<file path="src/rtl/cvxif_issue_ctrl.sv">
// Core-side CV-X-IF issue controller: drives one issue transaction at a time,
// follows it with commit/kill, tracks writeback IDs and registers results for writeback.
module cvxif_issue_ctrl #(
    parameter int unsigned NrRs           = 2,
    parameter int unsigned XLEN           = 32,
    parameter int unsigned IdWidth        = 3,
    parameter int unsigned MaxOutstanding = 4
) (
    input  logic                   clk_i,
    input  logic                   rst_i,
    input  logic                   instr_valid_i,
    output logic                   instr_ready_o,
    input  logic [31:0]            instr_i,
    input  logic [NrRs*XLEN-1:0]   rs_i,
    input  logic [NrRs-1:0]        rs_valid_i,
    input  logic                   flush_i,
    output logic                   illegal_o,
    output logic                   x_issue_valid_o,
    output logic [31:0]            x_issue_instr_o,
    output logic [IdWidth-1:0]     x_issue_id_o,
    output logic [NrRs*XLEN-1:0]   x_issue_rs_o,
    output logic [NrRs-1:0]        x_issue_rs_valid_o,
    input  logic                   x_issue_ready_i,
    input  logic                   x_issue_accept_i,
    input  logic                   x_issue_writeback_i,
    output logic                   x_commit_valid_o,
    output logic [IdWidth-1:0]     x_commit_id_o,
    output logic                   x_commit_kill_o,
    input  logic                   x_result_valid_i,
    output logic                   x_result_ready_o,
    input  logic [IdWidth-1:0]     x_result_id_i,
    input  logic [XLEN-1:0]        x_result_data_i,
    input  logic [4:0]             x_result_rd_i,
    input  logic                   x_result_we_i,
    output logic                   wb_valid_o,
    input  logic                   wb_ready_i,
    output logic [IdWidth-1:0]     wb_id_o,
    output logic [4:0]             wb_rd_o,
    output logic [XLEN-1:0]        wb_data_o,
    output logic                   wb_we_o
);

    localparam int unsigned NrIds = 1 << IdWidth;
    localparam int unsigned OutW  = $clog2(MaxOutstanding + 1);
    localparam logic [OutW-1:0] MaxOut = OutW'(MaxOutstanding);

    if (MaxOutstanding > NrIds) begin : g_bad_cfg
        $error("MaxOutstanding must not exceed 2**IdWidth");
    end

    typedef enum logic [1:0] {IDLE, ISSUE, COMMIT} state_e;

    state_e                 state_q, state_d;
    logic [31:0]            instr_q;
    logic [NrRs*XLEN-1:0]   rs_q;
    logic [NrRs-1:0]        rs_valid_q;
    logic [IdWidth-1:0]     issue_id_q;
    logic [IdWidth-1:0]     id_cnt_q;
    logic                   kill_pending_q, kill_pending_d;
    logic                   wb_set_q, wb_set_d;
    logic                   illegal_q, illegal_d;
    logic [OutW-1:0]        outstanding_q, outstanding_d;
    logic [NrIds-1:0]       pending_q, pending_d;
    logic                   wb_valid_q;
    logic [IdWidth-1:0]     wb_id_q;
    logic [4:0]             wb_rd_q;
    logic [XLEN-1:0]        wb_data_q;
    logic                   wb_we_q;

    logic instr_accept;
    logic issue_hs;
    logic kill_now;
    logic wb_inc;
    logic kill_dec;
    logic result_hs;
    logic res_dec;

    assign instr_ready_o    = !rst_i && (state_q == IDLE) && (outstanding_q < MaxOut) && !flush_i;
    assign instr_accept     = instr_valid_i && instr_ready_o;
    assign issue_hs         = (state_q == ISSUE) && x_issue_ready_i;
    assign kill_now         = kill_pending_q || flush_i;
    assign wb_inc           = issue_hs && x_issue_accept_i && x_issue_writeback_i && !kill_now;
    assign x_result_ready_o = !rst_i && (!wb_valid_q || wb_ready_i);
    assign result_hs        = x_result_valid_i && x_result_ready_o;
    assign res_dec          = result_hs && pending_q[x_result_id_i];
    // A late kill only releases its slot if no result for the same ID already did so.
    assign kill_dec         = (state_q == COMMIT) && kill_now && wb_set_q && pending_q[issue_id_q]
                              && !(res_dec && (x_result_id_i == issue_id_q));

    assign x_issue_valid_o    = (state_q == ISSUE);
    assign x_issue_instr_o    = instr_q;
    assign x_issue_id_o       = issue_id_q;
    assign x_issue_rs_o       = rs_q;
    assign x_issue_rs_valid_o = rs_valid_q;
    assign x_commit_valid_o   = (state_q == COMMIT);
    assign x_commit_id_o      = (state_q == COMMIT) ? issue_id_q : '0;
    assign x_commit_kill_o    = (state_q == COMMIT) && kill_now;
    assign illegal_o          = illegal_q;
    assign wb_valid_o         = wb_valid_q;
    assign wb_id_o            = wb_id_q;
    assign wb_rd_o            = wb_rd_q;
    assign wb_data_o          = wb_data_q;
    assign wb_we_o            = wb_we_q;

    always_comb begin
        state_d        = state_q;
        kill_pending_d = kill_pending_q;
        wb_set_d       = wb_set_q;
        illegal_d      = 1'b0;
        case (state_q)
            IDLE: begin
                kill_pending_d = 1'b0;
                wb_set_d       = 1'b0;
                if (instr_accept) begin
                    state_d = ISSUE;
                end
            end
            ISSUE: begin
                if (flush_i) begin
                    kill_pending_d = 1'b1;
                end
                if (x_issue_ready_i) begin
                    if (x_issue_accept_i) begin
                        state_d  = COMMIT;
                        wb_set_d = wb_inc;
                    end else begin
                        state_d        = IDLE;
                        illegal_d      = 1'b1;
                        kill_pending_d = 1'b0;
                    end
                end
            end
            COMMIT: begin
                state_d        = IDLE;
                kill_pending_d = 1'b0;
                wb_set_d       = 1'b0;
            end
            default: state_d = IDLE;
        endcase
    end

    assign outstanding_d = outstanding_q + OutW'(wb_inc) - OutW'(res_dec) - OutW'(kill_dec);

    // Set wins over clear; a legal flow never sets and clears the same ID together.
    for (genvar gi = 0; gi < NrIds; gi++) begin : g_pending
        assign pending_d[gi] = (wb_inc && (issue_id_q == IdWidth'(gi))) ? 1'b1 :
                               ((result_hs && (x_result_id_i == IdWidth'(gi))) ||
                                (kill_dec && (issue_id_q == IdWidth'(gi)))) ? 1'b0 :
                               pending_q[gi];
    end

    always_ff @(posedge clk_i or posedge rst_i) begin
        if (rst_i) begin
            state_q        <= IDLE;
            instr_q        <= '0;
            rs_q           <= '0;
            rs_valid_q     <= '0;
            issue_id_q     <= '0;
            id_cnt_q       <= '0;
            kill_pending_q <= 1'b0;
            wb_set_q       <= 1'b0;
            illegal_q      <= 1'b0;
            outstanding_q  <= '0;
            pending_q      <= '0;
        end else begin
            state_q        <= state_d;
            kill_pending_q <= kill_pending_d;
            wb_set_q       <= wb_set_d;
            illegal_q      <= illegal_d;
            outstanding_q  <= outstanding_d;
            pending_q      <= pending_d;
            if (instr_accept) begin
                instr_q    <= instr_i;
                rs_q       <= rs_i;
                rs_valid_q <= rs_valid_i;
                issue_id_q <= id_cnt_q;
            end
            if (issue_hs) begin
                id_cnt_q <= id_cnt_q + 1'b1;
            end
        end
    end

    always_ff @(posedge clk_i or posedge rst_i) begin
        if (rst_i) begin
            wb_valid_q <= 1'b0;
            wb_id_q    <= '0;
            wb_rd_q    <= '0;
            wb_data_q  <= '0;
            wb_we_q    <= 1'b0;
        end else if (result_hs) begin
            wb_valid_q <= 1'b1;
            wb_id_q    <= x_result_id_i;
            wb_rd_q    <= x_result_rd_i;
            wb_data_q  <= x_result_data_i;
            wb_we_q    <= x_result_we_i;
        end else if (wb_ready_i) begin
            wb_valid_q <= 1'b0;
        end
    end

`ifndef SYNTHESIS
    always_ff @(posedge clk_i) begin
        if (!rst_i && result_hs) begin
            assert (pending_q[x_result_id_i])
                else $error("result for ID %0d with no pending writeback", x_result_id_i);
        end
    end
`endif

endmodule
</file>
<file path="config.mk">
export PLATFORM = sky130hd
export DESIGN_NAME = cvxif_issue_ctrl
export DESIGN_NICKNAME = d
export VERILOG_FILES = /design/src/rtl/cvxif_issue_ctrl.sv
export SDC_FILE = /design/constraint.sdc
export NUM_CORES = 1
export LEC_CHECK = 0
export ABC_AREA = 0
export BUFFER_PORTS_ARGS = -buffer_cell sky130_fd_sc_hd__buf_2
export CELL_PAD_IN_SITES_DETAIL_PLACEMENT = 1
export CELL_PAD_IN_SITES_GLOBAL_PLACEMENT = 1
export CORE_ASPECT_RATIO = 0.7
export CORE_MARGIN = 10
export CORE_UTILIZATION = 25
export DETAILED_ROUTE_END_ITERATION = 12
export PLACE_DENSITY_LB_ADDON = 0.1
export SYNTH_ARGS = -nofsm -noshare
export SYNTH_HDL_FRONTEND = slang
export SYNTH_SLANG_ARGS = --single-unit
</file>
<file path="constraint.sdc">
create_clock -name clk_i -period 12.55 [get_ports clk_i]
set_input_delay 0.6275 -clock clk_i [delete_from_list [all_inputs] [get_ports clk_i]]
set_output_delay 0.6275 -clock clk_i [all_outputs]
set_load 0.01 [all_outputs]
</file>
# Word level (Yosys, flattened, before mapping)
# Cells that the tools add are included.
dict set report op_classes {
  addsub 4
  mul 0
  div 0
  n_lt_le_gt_ge 3
  eq_ne 20
  shifts 0
  n_mux 37
  n_bitwise 0
  n_reduce_logical 71
}
# operator count
set op_table {}
lappend op_table {{$logic_and A1 B1 Y1} 40}
lappend op_table {{$mux W1} 28}
lappend op_table {{$eq A3 B3 Y1 const B} 8}
lappend op_table {{$reduce_bool A2 Y1} 10}
lappend op_table {{$eq A3 B2 Y1 const B} 4}
lappend op_table {{$logic_or A1 B1 Y1} 10}
lappend op_table {{$lt A3 B4 Y1 const B} 2}
lappend op_table {{$bmux W1 S3} 2}
lappend op_table {{$eq A3 B1 Y1 const B} 2}
lappend op_table {{$logic_not A3 Y1} 2}
lappend op_table {{$mux W2} 3}
lappend op_table {{$sub A3 B1 Y3} 2}
lappend op_table {{$logic_not A1 Y1} 5}
lappend op_table {{$ne A2 B1 Y1 const B} 2}
lappend op_table {{$pmux W1 S2} 2}
lappend op_table {{$pmux W2 S2} 1}
lappend op_table {{$add A3 B1 Y3} 1}
lappend op_table {{$add A3 B1 Y3 const B} 1}
lappend op_table {{$eq A3 B3 Y1} 1}
lappend op_table {{$lt A3 B3 Y1 const B} 1}
lappend op_table {{$mux W3} 1}
lappend op_table {{$reduce_and A3 Y1} 1}
lappend op_table {{$eq A2 B1 Y1 const B} 1}
lappend op_table {{$eq A2 B2 Y1 const B} 1}
lappend op_table {{other kinds (4)} 4}
dict set report word_totals {
  regBits 162
  latchBits 0
  ram_bits 0
  romBits 0
  in_bits 148
  mem_count 0
}

# Logic depth before layout (Yosys ltp)
dict set report depth {
  depth_word 12
  depth_mapped 14
  mapped_depth_nobuf 12
}

# Worst setup path before layout
# No wires, ideal clock.
dict set report synth_timing {
  path_kind {input-to-reg}
  startpoint {in rst_i}
  endpoint {reg outstanding_q[2]}
  setup_ns 0.123
  arrival_ns 6.260
  slack_ns 6.167
  cell_stages 13
  n_path_buf 1
  path_cell_list {inv_1 -> nand3_1 -> nor4_1 -> clkbuf_1 -> a21oi_1 -> a21oi_1 -> ha_1 -> nor2_1 -> ha_1 -> inv_1 -> ha_1 -> xnor2_1 -> xnor2_1}
}
dict set report synth_via {
  elab_chain_len 8
}
# element line_no
set synth_lines {}
lappend synth_lines {{from (decl)} 10} ;# input logic rst_i,
lappend synth_lines {{$logic_not A1 Y1 (no source line) *} n/a}
lappend synth_lines {{$logic_and A1 B1 Y1 *} 83} ;# assign x_result_ready_o = !rst_i && (!wb_valid_q || wb_ready_i);
lappend synth_lines {{$logic_and A1 B1 Y1 *} 84} ;# assign result_hs = x_result_valid_i && x_result_ready_o;
lappend synth_lines {{$logic_and A1 B1 Y1 *} 85} ;# assign res_dec = result_hs && pending_q[x_result_id_i];
lappend synth_lines {{branches (longest 3 deep; another with $sub A3 B1 Y3)} n/a}
lappend synth_lines {{$sub A3 B1 Y3 *} 142} ;# assign outstanding_d = outstanding_q + OutW'(wb_inc) - OutW'(res_dec) - OutW'(kill_dec);
lappend synth_lines {{named net outstanding_d[2]} 62} ;# logic [OutW-1:0] outstanding_q, outstanding_d;
lappend synth_lines {{to (signal assigned)} 170} ;# outstanding_q <= outstanding_d;
lappend synth_lines {{to (decl)} 62}
# Mark *: on every way through the listed nets, which the timed path passes.
# A chain may end at the register's enable or synchronous reset.

# Worst setup path after layout
dict set report layout_timing {
  startpoint {reg issue_id_q[0] (netlist: x_issue_id_o[0])}
  endpoint {reg outstanding_q[2]}
}
dict set report layout_via {
  elab_chain_len 5
}
# element line_no
set layout_lines {}
lappend layout_lines {{from (decl)} 57} ;# logic [IdWidth-1:0] issue_id_q;
lappend layout_lines {{from (signal assigned)} 176} ;# issue_id_q <= id_cnt_q;
lappend layout_lines {{$bmux W1 S3 / $eq A3 B3 Y1 (equally long branches)} {87, 88}}
lappend layout_lines {{$mux W1 (implied by the code) / $logic_and A1 B1 Y1 (equally long branches)} {87, 88}}
lappend layout_lines {{$logic_and A1 B1 Y1 / $logic_not A1 Y1 (equally long branches)} {87, 88}}
lappend layout_lines {{$logic_and A1 B1 Y1 *} 88} ;# && !(res_dec && (x_result_id_i == issue_id_q));
lappend layout_lines {{$sub A3 B1 Y3 *} 142}
lappend layout_lines {{named net outstanding_d[2]} 62}
# Mark *: on every way through the listed nets, which the timed path passes. The rest lies on a longest branch. The select of a mux whose other input is x is not followed.

==> run_results.csv <==
group,metric,value,unit
worst_setup_path,path_class,"register to register",
worst_setup_path,reg2reg_to,"outstanding_q[2]$_DFF_PP0_",
worst_setup_path,cp-end-kind,"register",
synth,ys.flop_type,"dfrtp_1",
grt,track_usage,13.25,%
outcome,status,"finished clean",
grt,grt_antenna_before_repair,4,
pwr,switching_share,33.42,%
layout,final_cell_mix,"buf_2, dfrtp_1, nand2_1, mux2_2, clkbuf_16",
worst_setup_path,arrival,3.31,ns
sta,finalCritPeriodShare,23.75,%
synth,synth_cells,518,
sta,finalCriticalPeriod,2.980,ns
clock_tree,path_clk_slew,0.07,ns
pwr,ir_drop,93.07,uV
synth,netlist_top_cells_area,"dfrtp_1, mux2_2, nand2_1, clkbuf_1, ha_1",
synth,synth_edf_count,0,
floorplanning,core_area,25690,um^2
pwr,power_switching,0.6553,mW
place,dp_hpwl,17.11,mm
worst_setup_path,critical-path-max-stage-delay,0.84,ns
pwr,internal-power,1.305,mW
synth,synth_top_cell_by_area,"dfrtp_1",
route,drtAntennaViolNets,0,
pwr,seqPwrFrac,42.4,%
sta,worst_pin_slew,1.155,ns
sta,setup_viol,0,
route,post_drt_via_cell_ratio,4.345,
synth,ys.warnings.count,0,
hold_path,hold_class,"primary input to asynchronous set/reset pin",
clock_tree,cts.sinks,162,
grt,grt_max_degree,90,
synth,synth_area,6514,um^2
layout,area_delta_synth_final,36.84,%
sta,timing.final.ws_setup,9.570,ns
floorplanning,rows,49,
synth,syn_nets,671,
grt,gr-total-overflow,0,
sta,rsz0062_at_grt,"false",
worst_setup_path,start_kind,"register",
synth,synthDominantCellAreaShare,62.24,%
floorplanning,die-width,212.9,um
synth,async_reset_ff_share,100.0,%
sta,finClkSkew,0.01368,ns
layout,final_nets,966,
layout,layout_commonest_cell,"buf_2",
flow_run,drv_cap,0,
place,pre_cts_slack,9.332,ns
route,vias,5032,
pwr,pwr-share-clk,25.5,%
worst_setup_path,crit_chain,"xor2_1 -> nor3_1 -> a21oi_1 -> a21oi_1 -> ha_1 -> nor2_1 -> ha_1 -> inv_1 -> ha_1 -> xnor2_1 -> xnor2_1",
floorplanning,die_area,33010,um^2
layout,final_area,8914,um^2
place,gp_congestion,0.7530,
worst_setup_path,timing.rr.start,"x_issue_id_o[0]$_DFFE_PP0P_",
synth,syn_avg_cell_area,12.57,um^2
clock_tree,cts_tree,"done",
clock_tree,htreeDepth,4,
worst_setup_path,crit_top_cell,"ha_1",
route,firstDrtPassIters,4,
sta,slew_headroom,22.98,%
layout,drive_above_1_share,54.55,%
synth,ys_seq_area_share,62.24,%
floorplanning,die_h,155.1,um
sta,hold_violations,0,
worst_setup_path,cp_slowest_cell,"nor3_1",
clock_tree,post-cts-setup-buffers,0,
sta,tns,0,ns
synth,ys_ff_latch,162,
clock_tree,cts_made_buffers,17,
clock_tree,clock_tree.root_cell,"clkbuf_16",
sta,finalMaxSlewViolations,0,
place,io_buffers,299,
route,drcViolationCount,0,
clock_tree,clk_latency,0.42,ns
route,wirelength,22.04,mm
worst_setup_path,worstRegToRegCells,11,
synth,yosys.cell_types.count,35,
clock_tree,cts_resized,0,
worst_setup_path,regToRegSetupSlack,9.57,ns
route,drt-wirelength-per-cell,19.03,um
clock_tree,cts_buffer_depth,2,
floorplanning,ios,300,
clock_tree,postCtsHoldBufs,0,
place,placement.cell_area,8348,um^2
pwr,p_comb_share,32.1,%
worst_setup_path,path_max_fanout,9,
route,drtIter0Drc,159,
grt,grt_pass1_wl,33.73,mm
grt,grt_pass1_vias,5686,
pwr,p_per_area,220.0,nW/um^2
pwr,p_leak,4.599,nW
worst_setup_path,cp.required,12.88,ns
layout,fillers,2915,
floorplanning,start_util,25.36,%
sta,fmax,0.3355,GHz
-- worst max-delay path, delay by kind of cell, from the launching register on --
kind / cells / cell delay [ns]
DFF: 1 / 0.50
xor gates and xnor gates: 3 / 0.52
adders and majority gates: 3 / 0.60
AOI/OAI and AO/OA: 2 / 0.35
buffers and inverters: 1 / 0.04
and+or+nand+nor: 2 / 0.88
-- state kept, by name (all words and copies together) (netlist names) --
name and flops:
id_cnt_q 3, illegal_o 1, kill_pending_q 1, outstanding_q 3
pending_q 8, state_q 2, wb_data_o 32, wb_id_o 3
wb_rd_o 5, wb_set_q 1, wb_valid_o 1, wb_we_o 1
x_issue_id_o 3, x_issue_instr_o 32, x_issue_rs_o 64, x_issue_rs_valid_o 2
-- power groups by stage --
stage	registers, mW	clock network [mW]	logic (mW)
5_1_grt	0.863	0.544	0.687
4_1_cts	0.836	0.521	0.649
6_report	0.832	0.500	0.629
2_1_floorplan	0.915	0	0.247
3_3_place_gp	0.833	0	0.637
3_5_place_dp	0.841	0	0.649
-- cell families (layout without fill, tap and decap cells) --
| family | Yosys count | after routing | synth area share, % |
|---|---|---|---|
| DFF | 162 | 162 | 62.24 |
| and+or+nand+nor | 167 | 167 | 10.78 |
| AOI/OAI and AO/OA | 33 | 33 | 3.707 |
| xor gates and xnor gates | 7 | 7 | 0.9412 |
| other | 0 | 2 | 0 |
| adders and majority gates | 5 | 5 | 0.9604 |
| buffers and inverters | 36 | 343 | 2.536 |
| muxes | 108 | 108 | 18.84 |
-- Yosys cell counts (all sizes together), types with 4 or more instances --
cell / number
o22ai: 10
dfrtp: 162
a2111oi: 9
nand2: 133
ha: 5
mux2: 107
o21ai: 5
nor2: 7
nand2b: 6
xor2: 4
inv: 7
o31ai: 4
nor2b: 4
and2: 4
buf: 12
clkbuf: 17
-- stage by stage --
| step | hold WS, ns | util (%) | power [mW] | cells |
|---|---|---|---|---|
| 2_1_floorplan | 0.4410 | - | 1.162 | 518 |
| 3_3_place_gp | 0.4530 | 32.50 | 1.470 | 1125 |
| 3_5_place_dp | 0.4613 | 32.50 | 1.489 | 1125 |
| 4_1_cts | 0.2711 | 34.68 | 2.006 | 1156 |
| 5_1_grt | 0.2916 | 34.68 | 2.094 | 1156 |
| 6_report | 0.2671 | 34.70 | 1.961 | 1158 |
-- metal layers --
metal | routed length (um) | vias to the layer above | track usage, %
li1 | - | 2335 | -
met1 | 8483 | 2544 | 14.33
met2 | 11350 | 133 | 22.95
met3 | 1888 | 18 | 5.881
met4 | 303 | 2 | 3.831
met5 | 18 | - | 0
-- layout make-up --
type,count,area (um^2),share of cell area [%]
antenna,2,5.005,0.05615
clock buffer,19,452.9,5.081
sequential,162,4054,45.48
inverter,7,31.28,0.3509
clock inverter,12,107.6,1.207
timing repair buffer,305,1541,17.29
tap,331,414.1,4.646
multi-input combinational,320,2307,25.88
-- worst max path at each step --
stage | startpoint | endpoint | depth (start not counted)
after floorplan | rst_i | outstanding_q[2]$_DFF_PP0_ | 13
after global placement | rst_i | outstanding_q[2]$_DFF_PP0_ | 14
after detailed placement | rst_i | outstanding_q[2]$_DFF_PP0_ | 14
after CTS | x_issue_id_o[0]$_DFFE_PP0P_ | outstanding_q[2]$_DFF_PP0_ | 11
after global routing | x_issue_id_o[0]$_DFFE_PP0P_ | outstanding_q[2]$_DFF_PP0_ | 11
final | x_issue_id_o[0]$_DFFE_PP0P_ | outstanding_q[2]$_DFF_PP0_ | 11
(Power assumes the default switching activity.)
